$ cat src/rtl/imem_readback_dumper.sv
// imem_readback_dumper: streams a range of instruction memory out over valid/ready
// with addresses, keeping a running additive checksum of accepted words.
module imem_readback_dumper #(
  parameter int ADDR_W = 12,
  parameter int DATA_W = 32
) (
  input  logic              clk,
  input  logic              reset,
  input  logic              start,
  input  logic              abort,
  input  logic [ADDR_W-1:0] base_addr,
  input  logic [ADDR_W:0]   count,
  output logic              rd_en,
  output logic [ADDR_W-1:0] rd_addr,
  input  logic [DATA_W-1:0] rd_data,
  output logic              out_valid,
  input  logic              out_ready,
  output logic [DATA_W-1:0] out_data,
  output logic [ADDR_W-1:0] out_addr,
  output logic              out_last,
  output logic              busy,
  output logic              done,
  output logic [DATA_W-1:0] checksum
);
  typedef enum logic [2:0] {IDLE, ISSUE, CAPTURE, SEND, DONE} state_t;
  state_t              state_q;
  logic [ADDR_W-1:0]   cur_addr_q, rd_addr_q, out_addr_q;
  logic [ADDR_W:0]     remaining_q;
  logic [DATA_W-1:0]   out_data_q, checksum_q;
  logic                rd_en_q, out_valid_q, out_last_q, done_q;
  logic [ADDR_W-1:0]   next_addr_d;
  logic                last_d;
  assign next_addr_d = cur_addr_q + 1'b1;
  assign last_d      = remaining_q == {{ADDR_W{1'b0}}, 1'b1};
  assign rd_en     = rd_en_q;
  assign rd_addr   = rd_addr_q;
  assign out_valid = out_valid_q;
  assign out_data  = out_data_q;
  assign out_addr  = out_addr_q;
  assign out_last  = out_last_q;
  assign busy      = state_q != IDLE;
  assign done      = done_q;
  assign checksum  = checksum_q;
  always_ff @(posedge clk or negedge reset) begin
    if (!reset) begin
      state_q     <= IDLE;
      cur_addr_q  <= '0;
      rd_addr_q   <= '0;
      out_addr_q  <= '0;
      remaining_q <= '0;
      out_data_q  <= '0;
      checksum_q  <= '0;
      rd_en_q     <= 1'b0;
      out_valid_q <= 1'b0;
      out_last_q  <= 1'b0;
      done_q      <= 1'b0;
    end else begin
      rd_en_q <= 1'b0;
      done_q  <= 1'b0;
      // abort outranks a same-cycle handshake, so the word in flight is never summed
      if (abort && state_q != IDLE) begin
        state_q     <= IDLE;
        out_valid_q <= 1'b0;
        out_last_q  <= 1'b0;
      end else begin
        case (state_q)
          IDLE: if (start) begin
            cur_addr_q  <= base_addr;
            remaining_q <= count;
            checksum_q  <= '0;
            state_q     <= (count == '0) ? DONE : ISSUE;
            done_q      <= count == '0;
            rd_en_q     <= count != '0;
            rd_addr_q   <= (count == '0) ? rd_addr_q : base_addr;
          end
          ISSUE: state_q <= CAPTURE;
          CAPTURE: begin
            out_data_q  <= rd_data;
            out_addr_q  <= cur_addr_q;
            out_last_q  <= last_d;
            out_valid_q <= 1'b1;
            state_q     <= SEND;
          end
          SEND: if (out_ready) begin
            checksum_q  <= checksum_q + out_data_q;
            remaining_q <= remaining_q - 1'b1;
            cur_addr_q  <= next_addr_d;
            out_valid_q <= 1'b0;
            out_last_q  <= 1'b0;
            state_q     <= last_d ? DONE : ISSUE;
            done_q      <= last_d;
            rd_en_q     <= !last_d;
            rd_addr_q   <= last_d ? rd_addr_q : next_addr_d;
          end
          DONE: state_q <= IDLE;
          default: state_q <= IDLE;
        endcase
      end
    end
  end
endmodule
$ cat config.mk
export PLATFORM = sky130hd
export DESIGN_NAME = imem_readback_dumper
export DESIGN_NICKNAME = d
export VERILOG_FILES = /design/src/rtl/imem_readback_dumper.sv
export SDC_FILE = /design/constraint.sdc
export NUM_CORES = 1
export LEC_CHECK = 0
export ABC_AREA = 0
export BUFFER_PORTS_ARGS = -buffer_cell sky130_fd_sc_hd__buf_2
export CORE_MARGIN = 5
export CORE_UTILIZATION = 45
export DETAILED_ROUTE_END_ITERATION = 8
export MAX_ROUTING_LAYER = met4
export PLACE_DENSITY_LB_ADDON = 0.2
export SLEW_MARGIN = 20
export SYNTH_ARGS = -nofsm -noshare
export SYNTH_HDL_FRONTEND = slang
export SYNTH_SLANG_ARGS = --single-unit
$ cat constraint.sdc
create_clock -name clk -period 4.28 [get_ports clk]
set_clock_uncertainty 0.2 [all_clocks]
set_input_delay 1.284 -clock clk [delete_from_list [all_inputs] [get_ports clk]]
set_output_delay 1.284 -clock clk [all_outputs]
set_load 0.005 [all_outputs]
* Word-level counts from Yosys, hierarchy flattened
Index checks and enable logic that the tools add are counted.
Word-level totals: flip-flop bits (word level) 120, bits of input ports 62, logic and storage cells 71
Cells by class: add/subtract/negate cells 3, equal/unequal tests 10, mux-type cells 33, bitwise logic cells 1, reductions and logical operators 13
Operator list (count):
- $mux 12 | 6
- $mux 32 | 2
- $pmux 32 s2 | 1
- $pmux 12 s2 | 2
- $add 32x32->32 | 1
- $mux 13 | 2
- $pmux 13 s2 | 1
- $mux 3 | 5
- $eq 13x1->1 const B | 1
- $logic_not 13->1 | 1
- $reduce_bool 13->1 | 1
- $sub 13x1->13 const B | 1
- $add 12x1->12 const B | 1
- $pmux 3 s4 | 1
- $mux 1 | 9
- $ne 2x2->1 const B | 4
- $pmux 1 s2 | 4
- $eq 3x2->1 const B | 2
- $ne 3x3->1 const B | 2
- $reduce_and 2->1 | 3
- $reduce_and 6->1 | 1
- $reduce_bool 3->1 | 2
- $reduce_and 4->1 | 1
- $eq 3x1->1 const B | 1
- other kinds (5) | 5

* Logic depth before layout (Yosys ltp)
Gate-level depths: netlist of run 1.
depth after elaboration 5, mapped depth 11

* Least setup slack after synthesis of run 1
No wires, ideal clock.
path kind input port to flip-flop, start input port count[0], end register rd_addr_q[10] (netlist: rd_addr[10]), arrival 2.967 ns, data required time 3.955 ns, path slack 0.988 ns, stages on the path 7, buffers on the path 2, path through or4_1 > nor4_1 > o22ai_1 > nor2b_1 > buf_6 > buf_8 > mux2_4
Between the ends: longest elaborated chain between the ends 3
Ends and longest elaborated chain:
- start: declaration | RTL line 12 | input logic [ADDR_W:0] count,
- $logic_not 13->1 | RTL line 74 | rd_addr_q <= (count == '0) ? rd_addr_q : base_addr;
- $ne 2x2->1 (no source line)
- $reduce_and 6->1 (no source line)
- end signal: assignment | RTL line 74
- end signal: assignment | RTL line 93 | rd_addr_q <= last_d ? rd_addr_q : next_addr_d;
- end: declaration | RTL line 27 | logic [ADDR_W-1:0] cur_addr_q, rd_addr_q, out_addr_q;
No other way between the ends. A chain may end at the register's enable or synchronous reset.

* Worst setup path after layout of run 1
start register out_data_q[0] (netlist: out_data[0]), end register checksum_q[28] (netlist: checksum[28])
Between the ends: longest elaborated chain between the ends 3
Ends and longest elaborated chain:
- start: declaration | RTL line 29 | logic [DATA_W-1:0] out_data_q, checksum_q;
- start signal: assignment | RTL line 78 | out_data_q <= rd_data;
- $add 32x32->32 | RTL line 85 | checksum_q <= checksum_q + out_data_q;
- $mux 32 | RTL line 84 | SEND: if (out_ready) begin
- $pmux 32 s2 | RTL line 66 | case (state_q)
- end signal: assignment | RTL line 85
- end: declaration | RTL line 29
No other way between the ends. The select of a mux whose other input is x is not followed.

==> results of run 1 <==
how the worst max path moves through the flow:
stage,endpoint,slack [ns],depth (start not counted)
after detailed placement,rd_addr[8]$_DFFE_PN0P_,0.77,7
after CTS,checksum[28]$_DFFE_PN0P_,0.96,11
final,checksum[28]$_DFFE_PN0P_,0.95,11
after global placement,rd_addr[7]$_DFFE_PN0P_,0.82,7
after global routing,checksum[28]$_DFFE_PN0P_,0.71,11
after floorplan,rd_addr[10]$_DFFE_PN0P_,0.99,7
Yosys cell counts (all sizes together), types with 3 or more instances:
cell type / instances
a32o: 3
o211ai: 5
or3: 8
nand3: 20
a21o: 20
or2: 3
nand4: 8
buf: 3
and2: 3
clkbuf: 28
nor4: 6
mux2i: 4
nand2: 70
a211oi: 5
o21bai: 3
a31oi: 8
nor2b: 8
o21a: 9
dfrtp: 120
xor2: 18
nor3: 11
nand3b: 3
inv: 16
nor2: 46
a21oi: 56
o21ai: 66
ha: 34
and3: 10
a22o: 3
o31ai: 5
a221o: 5
o22a: 4
xnor2: 16
mux2: 55
o31a: 3
cell usage in the layout, fill, tap and decap left out, types with 9 or more instances in the layout:
master / count
inv_1: 16
buf_2: 153
clkbuf_16: 17
a21o_1: 19
nor2_1: 46
o21a_1: 9
nand3_1: 20
xor2_1: 18
xnor2_1: 16
nor3_1: 11
nand2_1: 70
ha_1: 34
o21ai_0: 66
buf_4: 10
mux2_2: 51
and3_1: 10
dfrtp_1: 120
a21oi_1: 55
state kept, by name, indices dropped and copies added, names as in the netlist, 3 cells and up:
| signal | count |
|---|---|
| checksum | 32 |
| out_data | 32 |
| remaining_q | 13 |
| cur_addr_q | 12 |
| out_addr | 12 |
| rd_addr | 12 |
| state_q | 3 |
area by class of cell:
type | instances | area (um^2)
Tap cell | 188 | 235.2
Timing Repair Buffer | 164 | 860.8
Sequential cell | 120 | 3003
Fill cell | 1345 | 6668
Clock buffer | 25 | 505.5
Inverter | 16 | 60.06
Multi-Input combinational cell | 539 | 3691
Clock inverter | 7 | 66.31
metrics by stage:
| stage | cells | hold WS (ns) | util (%) | power (mW) |
|---|---|---|---|---|
| after floorplan | 706 | 0.2504 | - | 3.984 |
| after global placement | 1027 | 0.2633 | 52.02 | 4.851 |
| after detailed placement | 1027 | 0.2611 | 52.02 | 4.941 |
| after CTS | 1059 | 0.2737 | 55.81 | 6.360 |
| after global routing | 1059 | 0.2901 | 55.81 | 6.800 |
| final | 1059 | 0.2672 | 55.81 | 6.304 |
logic make-up after synthesis:
logic type | count (synthesis) | synth area share [%]
buffers and inverters | 47 | 2.838
and+or+nand+nor | 202 | 14.03
xor gates and xnor gates | 34 | 4.330
adders and majority gates | 35 | 6.476
AOI/OAI and AO/OA | 209 | 18.87
muxes | 59 | 9.805
DFF | 120 | 43.66
critical path, delay by kind of cell, from the launching register on:
family | cells | cell delay (ns)
simple gates | 1 | 0.24
fa+ha+maj | 2 | 0.58
flops | 1 | 0.38
mux | 1 | 0.28
buf+inv | 1 | 0.07
compound gates | 6 | 1.45
routing by layer:
layer | wire length, um | global-route usage (%)
met1 | 7959 | 26.51
met3 | 967 | 5.136
met4 | 223 | 6.286
met2 | 8515 | 33.24
met5 | 0 | -
where the power goes:
| part | switching [mW] | total [mW] | internal, mW |
|---|---|---|---|
| combinational | 1.49 | 2.84 | 1.35 |
| clock | 0.498 | 1.37 | 0.872 |
| sequential | 0.457 | 2.09 | 1.64 |
| total | 2.45 | 6.30 | 3.85 |
==> results.cfg, run 1 <==
[synthesis]
ys_ff_latch = 120
synth.avg_cell_area_um2 = 9.742
synth_fp_nets = 803
synth_edf_count = 0
synth_top_cell_area_share_pct = 43.66
synth_top_area_cell = dfrtp_1
syn-cell-area_um2 = 6878
ys_warn_count = 0
synth.distinct_cells = 58
netlist_instances = 706
async_reset_ff_share_pct = 100.0
synth.top_cells.by_area = dfrtp_1, mux2_2, ha_1, o21ai_0, a21oi_1
synth_flop_cell = dfrtp_1
ys_seq_area_share_pct = 43.66

[cells_and_area]
stdcell_area_um2 = 8422
nets = 955
area_growth_pct = 22.45
num_antenna_cells = 0
drive_gt1_share_pct = 29.74

[placed_design]
placed_area_um2 = 7850
io_buffers = 154
preCtsSetupSlack_ns = 0.7694
gp_congestion = 0.9215
place_hpwl_mm = 12.74

[clock_network]
cts_made_buffers = 17
clkTransAtPathRegs_ns = 0.06
cts_tree = built
cts_htree_levels = 4
clock-root-buffer = clkbuf_16
clock_sinks = 120
clockBufferDepth = 2
cts_setup_buffers = 0
cts_hold_buf = 0
clk_latency_ns = 0.41
cts_resized = 0

[hold_path]
whs_path_depth = 1
hp-class = register to register
whs_endpoint = out_valid$_DFFE_PN0P_
min_from = out_valid$_DFFE_PN0P_

[timing]
tightest_slew_ns = 0.6749
setup_viol = 0
period_minus_slack_ns = 3.325
setup_ws_ns = 0.9546
fin_crit_sh_pct = 77.70
report.final.slew_viol_count = 0
finalSetupTns_ns = 0
slew_headroom_pct = 55.01
rsz0062_at_grt = no
max_freq_mhz = 300.7
hold_violations = 0

[detailed_routing]
vias = 5954
drc = 0
dr.first_iter.drc_count = 367
post_drt_wl_per_cell_um = 16.68
drt_first_pass_iters = 5
wirelength_mm = 17.67
post_drt_via_cell_ratio = 5.622
ant_nets = 0

[floorplanning]
core-area_um2 = 15090
floorplan.die.height_um = 133.6
fp.dieW_um = 133.6
rows = 45
io_pins = 155
start_util_pct = 45.58
fp.dieArea_um2 = 17860

[worst_setup_path]
start_kind = register
reg2reg_from = out_data[0]$_DFFE_PN0P_
path_common_cell = o21ai_0
reg2regPathDepth = 11
r2r_slack_ns = 0.95
required_ns = 4.36
worstPathArrival_ns = 3.41
cp_max_fo = 4
cp_cell_sequence = ha_1 > inv_1 > fa_1 > nor2b_1 > o21bai_1 > a21boi_0 > o21a_1 > o31ai_1 > o21ai_0 > mux2i_1 > o21ai_0
cp_slowest_stage_delay_ns = 0.54
cp_slowest_cell = o21ai_0
startpoint = out_data[0]$_DFFE_PN0P_
rr_endpoint = checksum[28]$_DFFE_PN0P_
critPathCaptureType = register
path_class = register to register

[global_routing]
grt_first_pass_wirelength_mm = 29.69
antenna_found_initial = 0
grt_use_total_pct = 20.88
first_global_vias = 6033
grt_max_degree = 57
overflow = 0

[power_and_ir_drop]
power_density_nw_per_um2 = 748.6
ir_drop_v = 0.0003803
cellLeakagePower_nw = 4.083

[run]
max_cap_violations = 0

[status]
status = complete, no violations
Note: power is estimated with default switching activity, not from simulation.
==> run 2: changes to the inputs <==
- clock period: 4.28 -> 3.2 ns (I/O delays scaled with it)
==> run 2 against run 1 <==
- clock power is 36% higher
- cell count increased by 0.94%
- critical path type unchanged
- flip-flop and latch count unchanged
- clock-buffer cell count is 2 lower
- critical endpoint is now checksum[22]$_DFFE_PN0P_
- design area rose by 2.2%
- critical path depth unchanged
- sequential share of layout area fell by 0.75 points
- combinational power grew 40%
- global-route usage is 0.17 points higher
- routed wire length grew 1.7%
- via count up 1.9%
==> results.cfg, run 2 (synthesis gave the netlist of run 1 again) <==
[placed_design]
gp_congestion = 0.8989
place_hpwl_mm = 12.84
io_buffers = 154
preCtsSetupSlack_ns = 0.008265
dpl.cell_count = 1038

[timing]
period_minus_slack_ns = 3.054
fin_crit_sh_pct = 95.45
slew_headroom_pct = 67.51
setup_ws_ns = 0.1456
rsz0062_at_grt = yes
max_freq_mhz = 327.4
report.final.slew_viol_count = 0
setup_viol = 0
hold_violations = 0
whs_ns = 0.1514
tightest_slew_ns = 0.4833
finalSetupTns_ns = 0

[power_and_ir_drop]
ir_drop_v = 0.0004813
cellLeakagePower_nw = 4.139
finalPower_mw = 8.644
power_density_nw_per_um2 = 1005

[worst_setup_path]
start_kind = register
reg2regPathDepth = 11
reg2reg_from = checksum[0]$_DFFE_PN0P_
rr_endpoint = checksum[22]$_DFFE_PN0P_
worstPathArrival_ns = 3.16
required_ns = 3.30
r2r_slack_ns = 0.15
cp_max_fo = 3
critPathCaptureType = register
path_class = register to register

[clock_network]
cts_setup_buffers = 0
cts_htree_levels = 4
clk_latency_ns = 0.43
clock-root-buffer = clkbuf_16
clock_sinks = 120
cts_made_buffers = 17
clkTransAtPathRegs_ns = 0.05
cts_tree = built
clockBufferDepth = 2
cts_hold_buf = 0

[global_routing]
overflow = 0
antenna_found_initial = 0
grt_max_degree = 69
grt_first_pass_wirelength_mm = 29.82
grt_use_total_pct = 21.05
first_global_vias = 6032

[floorplanning]
fp.dieW_um = 133.6
rows = 45
fp.dieArea_um2 = 17860
core-area_um2 = 15090
io_pins = 155
start_util_pct = 45.58
floorplan.die.height_um = 133.6

[cells_and_area]
final_cell_mix = buf_2, dfrtp_1, nand2_1
final_common_cell = buf_2
area_growth_pct = 25.09
nets = 966
fin_cells = 1069
num_antenna_cells = 0
drive_gt1_share_pct = 31.44

[detailed_routing]
wirelength_mm = 17.96
post_drt_via_cell_ratio = 5.674
vias = 6065
drc = 0
post_drt_wl_per_cell_um = 16.80
ant_nets = 0
dr.first_iter.drc_count = 381
drt_first_pass_iters = 5

[run]
max_cap_violations = 0

[hold_path]
hp-class = input pin to async pin

[status]
status = complete, no violations
[run 2: changes by cell type in the layout (fill, tap and decap cells not counted), moves of 3 or more]
cell and delta:
buf_12 +4, buf_4 +7, ha_2 +3, clkbuf_8 -3
ha_1 -5
[run 2: routing by layer]
metal,track usage [%],up-vias,routed length (um)
li1,-,2901,-
met1,27.06,2947,8029
met2,33.27,191,8610
met3,4.645,26,964
met4,6.857,0,354
met5,-,-,0
[run 2: report_power, final]
group | switching [mW] | total [mW] | internal (mW)
sequential | 0.607 | 2.80 | 2.19
clock | 0.679 | 1.86 | 1.18
combinational | 2.06 | 3.99 | 1.93
total | 3.34 | 8.64 | 5.30
[run 2: layout make-up]
cell class                      instances  area [um^2]
Sequential cell                       120         3003
Inverter                               16        60.06
Multi-Input combinational cell        539         3746
Fill cell                            1321         6486
Clock inverter                          8        97.59
Clock buffer                           23        467.9
Timing Repair Buffer                  175        993.5
Tap cell                              188        235.2
[run 2: worst max-delay path, stage by stage (launching register included)]
cell,delay (ns)
dfrtp_1,0.37
ha_1,0.20
inv_1,0.06
fa_1,0.37
nor2b_1,0.23
o21bai_1,0.11
a31oi_1,0.32
o211ai_1,0.19
a211oi_2,0.26
o2111ai_1,0.16
a21bo_2,0.22
a32o_1,0.24
[run 2: how the worst max path moves through the flow]
stage                             startpoint                        to  slack [ns]  cells past startpoint
finish               checksum[0]$_DFFE_PN0P_  checksum[22]$_DFFE_PN0P_        0.15                     11
global route        out_data[15]$_DFFE_PN0P_  checksum[31]$_DFFE_PN0P_      -0.003                      9
CTS                 out_data[12]$_DFFE_PN0P_  checksum[31]$_DFFE_PN0P_        0.05                      9
detailed placement  out_data[12]$_DFFE_PN0P_  checksum[31]$_DFFE_PN0P_       0.008                      9
global placement    out_data[12]$_DFFE_PN0P_  checksum[31]$_DFFE_PN0P_        0.04                      9
floorplan           out_data[12]$_DFFE_PN0P_  checksum[31]$_DFFE_PN0P_        0.03                     10
[run 2: per-stage QoR]
step           cell area [um^2]  utilization (%)
3_3_place_gp               7983            52.90
5_1_grt                    8603            57.01
4_1_cts                    8553            56.68
6_report                   8603            57.01
3_5_place_dp               7983            52.90
2_1_floorplan              6878                -
[run 2: what timing repair did]
item / in CTS / in global routing
resized for setup: 1 / 11
pin swaps: 0 / 2
setup endpoints to repair: 1 / 8
